===== src/rtl/srt_pkg.sv =====
// -----------------------------------------------------------------------------
// srt_pkg
// Shared definitions for the radix-4 SRT quotient conversion path:
//   - state_e    : converter FSM states
//   - DIG_*      : legal 3-bit two's-complement quotient digit codes (-2..+2)
//   - QW_DEFAULT : default quotient width in bits
// -----------------------------------------------------------------------------
package srt_pkg;

    localparam int QW_DEFAULT = 8;

    typedef enum logic [1:0] {
        IDLE    = 2'd0,
        ACCUM   = 2'd1,
        CORRECT = 2'd2,
        DONE    = 2'd3
    } state_e;

    localparam logic [2:0] DIG_P2 = 3'b010;
    localparam logic [2:0] DIG_P1 = 3'b001;
    localparam logic [2:0] DIG_Z  = 3'b000;
    localparam logic [2:0] DIG_M1 = 3'b111;
    localparam logic [2:0] DIG_M2 = 3'b110;

endpackage


===== src/rtl/srt_otf_step.sv =====
// -----------------------------------------------------------------------------
// srt_otf_step
// One on-the-fly conversion step (radix 4). Given the running quotient Q,
// its companion QM = Q - 1, and the next signed digit, produces the next
// Q/QM pair without a carry-propagate adder on the Q path: every new value
// is a 2-bit left shift of Q or QM with a small constant folded into the
// vacated low bits (the synthesiser reduces the adds to that).
// Ports:
//   q_i, qm_i  : current Q and QM (modulo 2^QW)
//   digit_i    : 3-bit two's-complement digit (codes 3 / -4 decode by the
//                same equations)
//   q_o, qm_o  : next Q and QM
// -----------------------------------------------------------------------------
module srt_otf_step
    import srt_pkg::*;
#(
    parameter int QW = QW_DEFAULT
) (
    input  logic [QW-1:0] q_i,
    input  logic [QW-1:0] qm_i,
    input  logic [2:0]    digit_i,
    output logic [QW-1:0] q_o,
    output logic [QW-1:0] qm_o
);

    logic [QW-1:0] d_ext;
    logic [QW-1:0] q_sh;
    logic [QW-1:0] qm_sh;

    assign d_ext = {{(QW-3){digit_i[2]}}, digit_i};
    assign q_sh  = {q_i[QW-3:0], 2'b00};
    assign qm_sh = {qm_i[QW-3:0], 2'b00};

    always_comb begin
        // zero digit
        q_o  = q_sh;
        qm_o = qm_sh + QW'(3);
        if (digit_i[2]) begin
            // negative digit: borrow from the QM form
            q_o  = qm_sh + QW'(4) + d_ext;
            qm_o = qm_sh + QW'(3) + d_ext;
        end else if (digit_i != DIG_Z) begin
            q_o  = q_sh + d_ext;
            qm_o = q_sh + d_ext - QW'(1);
        end
    end

endmodule


===== src/rtl/srt_quotient_converter.sv =====
// -----------------------------------------------------------------------------
// srt_quotient_converter
// Accepts N = QW/2 radix-4 redundant quotient digits over a valid/ready
// handshake, converts them on the fly into a binary quotient, optionally
// applies the final-remainder sign correction (Q or Q-1), and presents the
// result with a one-cycle done pulse.
//
// Build option: SRT_QCONV_REM_FIX_EN
//   defined     - CORRECT state waits for rem_valid, quotient = rem_neg ? QM : Q
//   not defined - CORRECT skipped, quotient = Q, rem_valid/rem_neg ignored
//
// Ports:
//   clk, rst     : rising-edge clock, synchronous active-high reset
//   start        : begin a conversion (IDLE only)
//   digit_valid  : q_digit valid
//   q_digit      : signed digit -2..+2
//   digit_ready  : digit accepted this cycle when high with digit_valid
//   rem_valid    : rem_neg valid
//   rem_neg      : final partial remainder negative
//   busy         : conversion in progress (ACCUM / CORRECT)
//   done         : one-cycle pulse, quotient valid
//   quotient     : result, held until overwritten by the next conversion
// -----------------------------------------------------------------------------
module srt_quotient_converter
    import srt_pkg::*;
#(
    parameter int QW = QW_DEFAULT
) (
    input  logic          clk,
    input  logic          rst,
    input  logic          start,
    input  logic          digit_valid,
    input  logic [2:0]    q_digit,
    output logic          digit_ready,
    input  logic          rem_valid,
    input  logic          rem_neg,
    output logic          busy,
    output logic          done,
    output logic [QW-1:0] quotient
);

    localparam int N  = QW / 2;
    localparam int CW = (N > 1) ? $clog2(N) : 1;

    state_e        state_q;
    logic [QW-1:0] q_q, qm_q;
    logic [QW-1:0] q_d, qm_d;
    logic [CW-1:0] cnt_q;
    logic [QW-1:0] quotient_q;
    logic          busy_q, done_q, ready_q;

`ifndef SRT_QCONV_REM_FIX_EN
    logic unused_rem;
    assign unused_rem = rem_valid ^ rem_neg;
`endif

    srt_otf_step #(.QW(QW)) u_step (
        .q_i     (q_q),
        .qm_i    (qm_q),
        .digit_i (q_digit),
        .q_o     (q_d),
        .qm_o    (qm_d)
    );

    always_ff @(posedge clk) begin
        if (rst) begin
            state_q    <= IDLE;
            q_q        <= '0;
            qm_q       <= '0;
            cnt_q      <= '0;
            quotient_q <= '0;
            busy_q     <= 1'b0;
            done_q     <= 1'b0;
            ready_q    <= 1'b0;
        end else begin
            done_q <= 1'b0;
            case (state_q)
                IDLE: begin
                    if (start) begin
                        q_q     <= '0;
                        qm_q    <= '1;
                        cnt_q   <= '0;
                        busy_q  <= 1'b1;
                        ready_q <= 1'b1;
                        state_q <= ACCUM;
                    end
                end
                ACCUM: begin
                    if (digit_valid) begin
                        q_q   <= q_d;
                        qm_q  <= qm_d;
                        cnt_q <= cnt_q + CW'(1);
                        if (cnt_q == CW'(N - 1)) begin
                            ready_q <= 1'b0;
`ifdef SRT_QCONV_REM_FIX_EN
                            state_q <= CORRECT;
`else
                            quotient_q <= q_d;
                            busy_q     <= 1'b0;
                            done_q     <= 1'b1;
                            state_q    <= DONE;
`endif
                        end
                    end
                end
                CORRECT: begin
`ifdef SRT_QCONV_REM_FIX_EN
                    if (rem_valid) begin
                        quotient_q <= rem_neg ? qm_q : q_q;
                        busy_q     <= 1'b0;
                        done_q     <= 1'b1;
                        state_q    <= DONE;
                    end
`else
                    // unreachable without the correction option
                    state_q <= IDLE;
`endif
                end
                DONE: begin
                    state_q <= IDLE;
                end
                default: state_q <= IDLE;
            endcase
        end
    end

    assign digit_ready = ready_q;
    assign busy        = busy_q;
    assign done        = done_q;
    assign quotient    = quotient_q;

endmodule


===== config.mk =====
export PLATFORM = sky130hd
export DESIGN_NAME = srt_quotient_converter
export DESIGN_NICKNAME = d
export VERILOG_FILES = /design/src/rtl/srt_pkg.sv /design/src/rtl/srt_otf_step.sv /design/src/rtl/srt_quotient_converter.sv
export SDC_FILE = /design/constraint.sdc
export NUM_CORES = 1
export LEC_CHECK = 0
export ABC_AREA = 1
export CAP_MARGIN = 20
export CORE_MARGIN = 2
export CORE_UTILIZATION = 35
export DETAILED_ROUTE_END_ITERATION = 10
export GPL_ROUTABILITY_DRIVEN = 1
export PLACE_DENSITY = 0.53
export SYNTH_ARGS = -nofsm -noshare
export SYNTH_HDL_FRONTEND = slang
export SYNTH_SLANG_ARGS = --single-unit
export TNS_END_PERCENT = 1

===== constraint.sdc =====
create_clock -name clk -period 3.6 [get_ports clk]
set_input_delay 0.36 -clock clk [delete_from_list [all_inputs] [get_ports clk]]
set_output_delay 0.36 -clock clk [all_outputs]
set_load 0.1 [all_outputs]

==> impl_metrics.csv, run 1 <==
group,metric,value,unit
status,status,"completed",
sta,min_period_over_period,70.37,%
sta,layout_setup_ws,1.067,ns
sta,slew_viol_final,0,
die,pin_count,20,
route,drt.antenna.violating_nets,0,
logic_synthesis,syn_nets,301,
logic_synthesis,netlist_instances,271,
placed_design,hpwl,3459,µm
global_route,grt_max_degree,27,
placed_design,io_buffers,17,
die,fp.dieArea,5971,µm²
clock_tree,clkSinkCount,26,
clock_tree,clock_latency,0.27,ns
finish,fin_nets,319,
finish,syn2layout_area_growth,14.85,%
placed_design,detailed_place.area,2117,µm²
critical_path,reg2regPathDepth,8,
global_route,grt_pass1_wl,7617,µm
finish,fin_area,2158,µm²
die,rows,26,
clock_tree,htree_levels,1,
route,drc,0,
critical_path,r2r_start,"qm_q[1]",
clock_tree,cts_buffers,3,
critical_path,crit_type,"input pin to flop",
logic_synthesis,syn_avg_cell_area,6.935,µm²
critical_path,reg2reg_to,"q_q[5]",
hold_path,hp-class,"flop to flop",
critical_path,worstPathArrival,2.74,ns
finish,drive_gt1_share,7.666,%
sta,fmax,0.3947,GHz
logic_synthesis,yosysWarnings,0,
logic_synthesis,ys_ff_latch,26,
critical_path,ff2ff_setup_slack,1.48,ns
global_route,track_usage,15.74,%
clock_tree,cts_tree,"yes",
finish,post-route-util,41.99,%
critical_path,cp_max_fo,26,
sta,hold_viol_final,0,
route,dr.pass1.iters,4,
critical_path,cp-end-kind,"flop",
placed_design,gp_congestion,0.7598,
global_route,grt_antenna_before_repair,0,
die,initial_core_util,36.56,%
die,die_y,77.28,µm
power,power.leakage,1.045,nW
critical_path,critical_path.startpoint,"q_digit[2]",
finish,fin_cells,357,
global_route,grt-ovfl-total,0,
critical_path,start_kind,"input pin",
clock_tree,cts_resized,0,
power,power.density,334.0,nW/µm²
sta,finalSetupViolations,0,
power,peakVddDrop,211.4,µV
sta,fin_skew,0.001761,ns
sta,rsz0062_at_grt,"false",
critical_path,cp-endpoint,"quotient[6]",
route,avgViaCountPerCell,4.658,
sta,tightest_slew,0.9694,ns
route,via_count,1663,
critical_path,required,3.81,ns
die,core-area,5140,µm²
sta,min_period,2.533,ns
finish,antennaDiodeCount,0,
logic_synthesis,synth_cell_types,31,
clock_tree,clockBufferDepth,2,
clock_tree,post-cts-setup-buffers,0,
die,die_x,77.28,µm
placed_design,place_ws,0.7800,ns
placed_design,dp.cells,354,
route,dr.first_iter.drc_count,43,
clock_tree,clkTransAtPathRegs,0.08,ns
logic_synthesis,syn_area,1879,µm²
clock_tree,cts_root_buf,"clkbuf_8",
clock_tree,cts-hold-fix-buffers,0,
logic_synthesis,ys_seq_area_share,27.70,%
job,max_cap_viol_count,0,
sta,max-slew-margin-rel,35.17,%
global_route,grt_pass1_vias,1615,
route,routed_wl,4425,µm
sta,fin_tns_setup,0,ns
route,routedWlPerCell,12.39,µm
## power breakdown
part | switching (mW) | internal (mW)
Clock | 0.0872 | 0.0750
Sequential | 0.0124 | 0.303
Combinational | 0.156 | 0.0875
Total | 0.256 | 0.465
## Yosys cell counts, drive strengths merged
| library cell | n | area (µm²) |
|---|---|---|
| nand4 | 3 | 18.77 |
| clkbuf | 2 | 7.510 |
| ha | 18 | 225.2 |
| o21ai | 15 | 75.07 |
| or2 | 1 | 6.260 |
| inv | 39 | 151.4 |
| a21oi | 26 | 137.6 |
| fa | 3 | 60.06 |
| nor3 | 1 | 5.000 |
| nand2 | 64 | 247.7 |
| nand3 | 27 | 140.1 |
| o211ai | 2 | 15.01 |
| xor2 | 3 | 26.28 |
| o22ai | 1 | 6.260 |
| buf | 4 | 27.52 |
| a21o | 1 | 7.510 |
| o21a | 2 | 15.01 |
| nor2 | 29 | 153.9 |
| a211oi | 1 | 7.510 |
| dfxtp | 26 | 520.5 |
| o21bai | 1 | 7.510 |
| a41oi | 1 | 8.760 |
| xnor2 | 1 | 8.760 |
## layout by cell type, fill, tap and decap left out
master	count
a21oi_2	2
o21a_1	2
nand2_1	63
a41oi_1	1
nor2_1	23
dfxtp_1	26
o21ai_0	10
fa_1	3
nand3_1	26
a21o_1	1
o21bai_1	1
xnor2_1	1
o211ai_1	2
clkbuf_8	3
nor2_4	6
inv_4	2
or2_1	1
inv_1	32
nand4_1	3
xor2_1	3
nor3_1	1
a211oi_1	1
nand2_4	1
o21ai_1	5
nand3_2	1
inv_2	5
o22ai_1	1
clkdlybuf4s50_1	17
ha_1	18
buf_4	2
a21oi_1	24
## cell families (layout without fill, tap and decap cells)
kind of cell / after synthesis / after routing / share of synthesized area (%)
DFF: 26 / 26 / 27.70
buffers and inverters: 45 / 61 / 9.920
xor gates and xnor gates: 4 / 4 / 1.865
adders and majority gates: 21 / 21 / 15.18
AOI/OAI and AO/OA: 50 / 50 / 14.91
and+or+nand+nor: 125 / 125 / 30.43
## cell type report
type | instances | area [µm²]
inverter | 39 | 151.4
multi-input combinational | 200 | 1172
clock buffer | 3 | 41.29
fill | 587 | 2982
tap | 70 | 87.58
sequential | 26 | 520.5
timing repair buffer | 19 | 185.2
## stage by stage
step | total power [mW] | hold WS, ns
final | 0.7208 | 0.4703
after global placement | 0.5668 | 0.4537
after floorplan | 0.5026 | 0.4291
after detailed placement | 0.5668 | 0.4640
after CTS | 0.7251 | 0.4768
after global routing | 0.7684 | 0.4977
## flip-flops by register name (all words and copies together), names as in the netlist
signal,cells
quotient,8
q_q,6
qm_q,6
cnt_q,2
state_q,2
digit_ready,1
done,1
## critical path, stage by stage
cell             delay (ns)
clkdlybuf4s50_1        0.49
buf_4                  0.32
inv_1                  0.10
buf_4                  0.18
fa_1                   0.55
nor2_1                 0.05
a21oi_1                0.17
o21ai_0                0.09
a21oi_1                0.23
nor2_1                 0.08
a21oi_1                0.11
## worst min-delay path by stage
stage / startpoint / to / slack (ns) / cells past startpoint
detailed placement: cnt_q[0] / cnt_q[0] / 0.46 / 1
global placement: cnt_q[0] / cnt_q[0] / 0.45 / 1
floorplan: cnt_q[0] / cnt_q[0] / 0.43 / 1
CTS: cnt_q[1] / cnt_q[1] / 0.48 / 2
finish: cnt_q[1] / cnt_q[1] / 0.47 / 2
global route: cnt_q[1] / cnt_q[1] / 0.50 / 2
## routing by layer
layer,up-vias,routed length [µm],GRT usage (%)
met4,0,40,3.214
li1,918,-,-
met3,5,77,1.294
met1,723,2338,22.34
met2,17,1968,26.09
met5,-,0,0
(Power assumes the default switching activity.)
==> inputs of run 2 (changes only) <==
--- a/config.mk
+++ b/config.mk
@@ -11,7 +11,7 @@
 export CORE_UTILIZATION = 35
 export DETAILED_ROUTE_END_ITERATION = 10
 export GPL_ROUTABILITY_DRIVEN = 1
-export PLACE_DENSITY = 0.53
+export PLACE_DENSITY = 0.55
 export SYNTH_ARGS = -nofsm -noshare
 export SYNTH_HDL_FRONTEND = slang
 export SYNTH_SLANG_ARGS = --single-unit
==> constraint.sdc (replaced) <==
create_clock -name clk -period 2.12 [get_ports clk]
set_input_delay 0.212 -clock clk [delete_from_list [all_inputs] [get_ports clk]]
set_output_delay 0.212 -clock clk [all_outputs]
set_load 0.1 [all_outputs]
==> run 2 against run 1 <==
  * Clock skew up 0.0025 ns
  * Sequential power is 70% higher
  * Combinational power increased by 96%
  * Clock-buffer cell count unchanged
  * Flip-flop and latch count is the same
  * Clock power rose to 2.5 times the previous value
  * Global-route usage rose by 1.5 points
  * Register-to-register slack worse by 1.3 ns
  * Largest cell class unchanged
==> impl_metrics.csv, run 2 (synthesis results as in run 1) <==
group,metric,value,unit
critical_path,critical_path.startpoint,"qm_q[1]",
global_route,grt_antenna_before_repair,0,
power,p_total,1.423,mW
global_route,grt_pass1_wl,8383,µm
sta,fin_skew,0.004275,ns
finish,fin_area,2316,µm²
power,peakVddDrop,419.6,µV
finish,syn2layout_area_growth,23.24,%
route,drc,0,
critical_path,r2r_start,"qm_q[1]",
clock_tree,clkTransAtPathRegs,0.09,ns
critical_path,cp-end-kind,"flop",
sta,fin_tns_setup,0,ns
sta,tightest_slew,0.3970,ns
die,rows,26,
finish,layout_commonest_cell,"nand2_1",
critical_path,cp_max_fo,3,
die,die_x,77.28,µm
die,fp.dieArea,5971,µm²
power,power.leakage,1.176,nW
critical_path,crit_buf_inv,0,
critical_path,cp_slowest_cell,"fa_2",
clock_tree,cts_tree,"yes",
route,routedWlPerCell,12.50,µm
critical_path,cp-endpoint,"q_q[4]",
placed_design,detailed_place.area,2240,µm²
clock_tree,cts_buffers,3,
critical_path,max_stage_delay,0.55,ns
global_route,track_usage,17.26,%
sta,finalSetupViolations,0,
critical_path,crit_type,"flop to flop",
sta,hold_viol_final,0,
route,dr.pass1.iters,4,
power,power.density,614.6,nW/µm²
clock_tree,clkSinkCount,26,
route,drt.antenna.violating_nets,0,
finish,antennaDiodeCount,0,
placed_design,io_buffers,17,
die,die_y,77.28,µm
critical_path,required,2.33,ns
route,routed_wl,4726,µm
finish,largest_reg_flops,8,
die,initial_core_util,36.56,%
sta,max-slew-margin-rel,73.51,%
finish,final_cell_mix,"nand2_1, buf_4, inv_1, nand3_1, dfxtp_1",
clock_tree,htree_levels,1,
status,status,"completed",
die,core-area,5140,µm²
finish,drive_gt1_share,18.51,%
global_route,grt_pass1_vias,1795,
die,pin_count,20,
route,avgViaCountPerCell,4.849,
clock_tree,post-cts-setup-buffers,0,
clock_tree,clockBufferDepth,2,
global_route,grt-ovfl-total,0,
critical_path,crit_cells,7,
sta,rsz0062_at_grt,"false",
route,via_count,1833,
placed_design,hpwl,3877,µm
hold_path,hp-class,"flop to flop",
finish,fin_nets,339,
sta,min_period,1.951,ns
sta,fmax,0.5125,GHz
critical_path,cp_top_family,"adder cells",
job,max_cap_viol_count,0,
clock_tree,cts_root_buf,"clkbuf_8",
critical_path,worstPathArrival,2.16,ns
sta,min_period_over_period,92.04,%
placed_design,gp_congestion,0.8337,
critical_path,reg2regPathDepth,7,
sta,slew_viol_final,0,
global_route,grt_max_degree,16,
clock_tree,clock_latency,0.27,ns
critical_path,ff2ff_setup_slack,0.17,ns
finish,post-route-util,45.06,%
critical_path,reg2reg_to,"q_q[4]",
critical_path,start_kind,"flop",
critical_path,critPathMostFrequentCell,"a21oi_1",
route,dr.first_iter.drc_count,74,
clock_tree,cts-hold-fix-buffers,0,
critical_path,path_cells,"ha_1 -> ha_2 -> fa_2 -> nor2_1 -> a21oi_1 -> nand2_1 -> a21oi_1",
## run 2: changes by cell type in the layout (fill, tap and decap cells not counted), sizes merged
| cell | previous run | this run |
|---|---|---|
| buf | 2 | 33 |
| clkdlybuf4s50 | 17 | 5 |
| bufinv | 0 | 1 |
| dlygate4sd2 | 0 | 1 |
## run 2: layout make-up
type                            instances  area [µm²]
Tap cell                               70       87.58
Inverter                               39       151.4
Multi-Input combinational cell        200        1177
Sequential cell                        26       521.8
Fill cell                             561        2824
Timing Repair Buffer                   39       306.5
Clock inverter                          1       30.03
Clock buffer                            3       41.29
## run 2: repair_timing
item                                    CTS  global route
pin swaps                                 1             3
cloned                                    0             0
endpoints found under the setup margin    4             3
resized for setup                         3             2
## run 2: how the worst min path moves through the flow
stage,from,to,slack (ns),cells past startpoint
after floorplan,rst,state_q[1],0.29,1
after CTS,cnt_q[0],cnt_q[0],0.47,1
after global placement,cnt_q[0],cnt_q[0],0.45,1
after detailed placement,cnt_q[0],cnt_q[0],0.46,1
final,quotient[1],quotient[1],0.48,2
after global routing,cnt_q[1],cnt_q[1],0.50,2
## run 2: power by group
| group | switching, mW | total [mW] | leakage [nW] | internal, mW |
|---|---|---|---|---|
| sequential | 0.0221 | 0.537 | 0.213 | 0.515 |
| clock | 0.156 | 0.409 | 0.0357 | 0.252 |
| combinational | 0.281 | 0.478 | 0.928 | 0.197 |
| total | 0.459 | 1.42 | 1.18 | 0.964 |
## run 2: worst reg2reg max path, delay by kind of cell, from the launching register on
kind | cells | cell delay [ns]
and+or+nand+nor | 2 | 0.13
DFF | 1 | 0.35
AOI/OAI and AO/OA | 2 | 0.35
adders and majority gates | 3 | 1.06
## run 2: metal layers
layer | vias up | share of wire [%] | global-route usage (%)
li1 | 963 | - | -
met1 | 831 | 49 | 24.20
met2 | 35 | 46 | 28.61
met3 | 4 | 3.6 | 1.529
met4 | 0 | 0.95 | 4.107
met5 | - | 0 | 0
## run 2: per-stage QoR
stage	hold WS (ns)	std cells	worst slack [ns]
2_1_floorplan	0.2879	271	0.2600
3_3_place_gp	0.4492	374	-0.3370
3_5_place_dp	0.4596	374	-0.3558
4_1_cts	0.4739	378	0.01258
5_1_grt	0.4965	378	0.009772
6_report	0.4763	378	0.1688
==> inputs of run 3 (changes only) <==
--- a/config.mk
+++ b/config.mk
@@ -15,4 +15,4 @@
 export SYNTH_ARGS = -nofsm -noshare
 export SYNTH_HDL_FRONTEND = slang
 export SYNTH_SLANG_ARGS = --single-unit
-export TNS_END_PERCENT = 1
+export TNS_END_PERCENT = 10
==> results of run 3 <==
Final layout, timing and power as in run 2 (identical DEF).
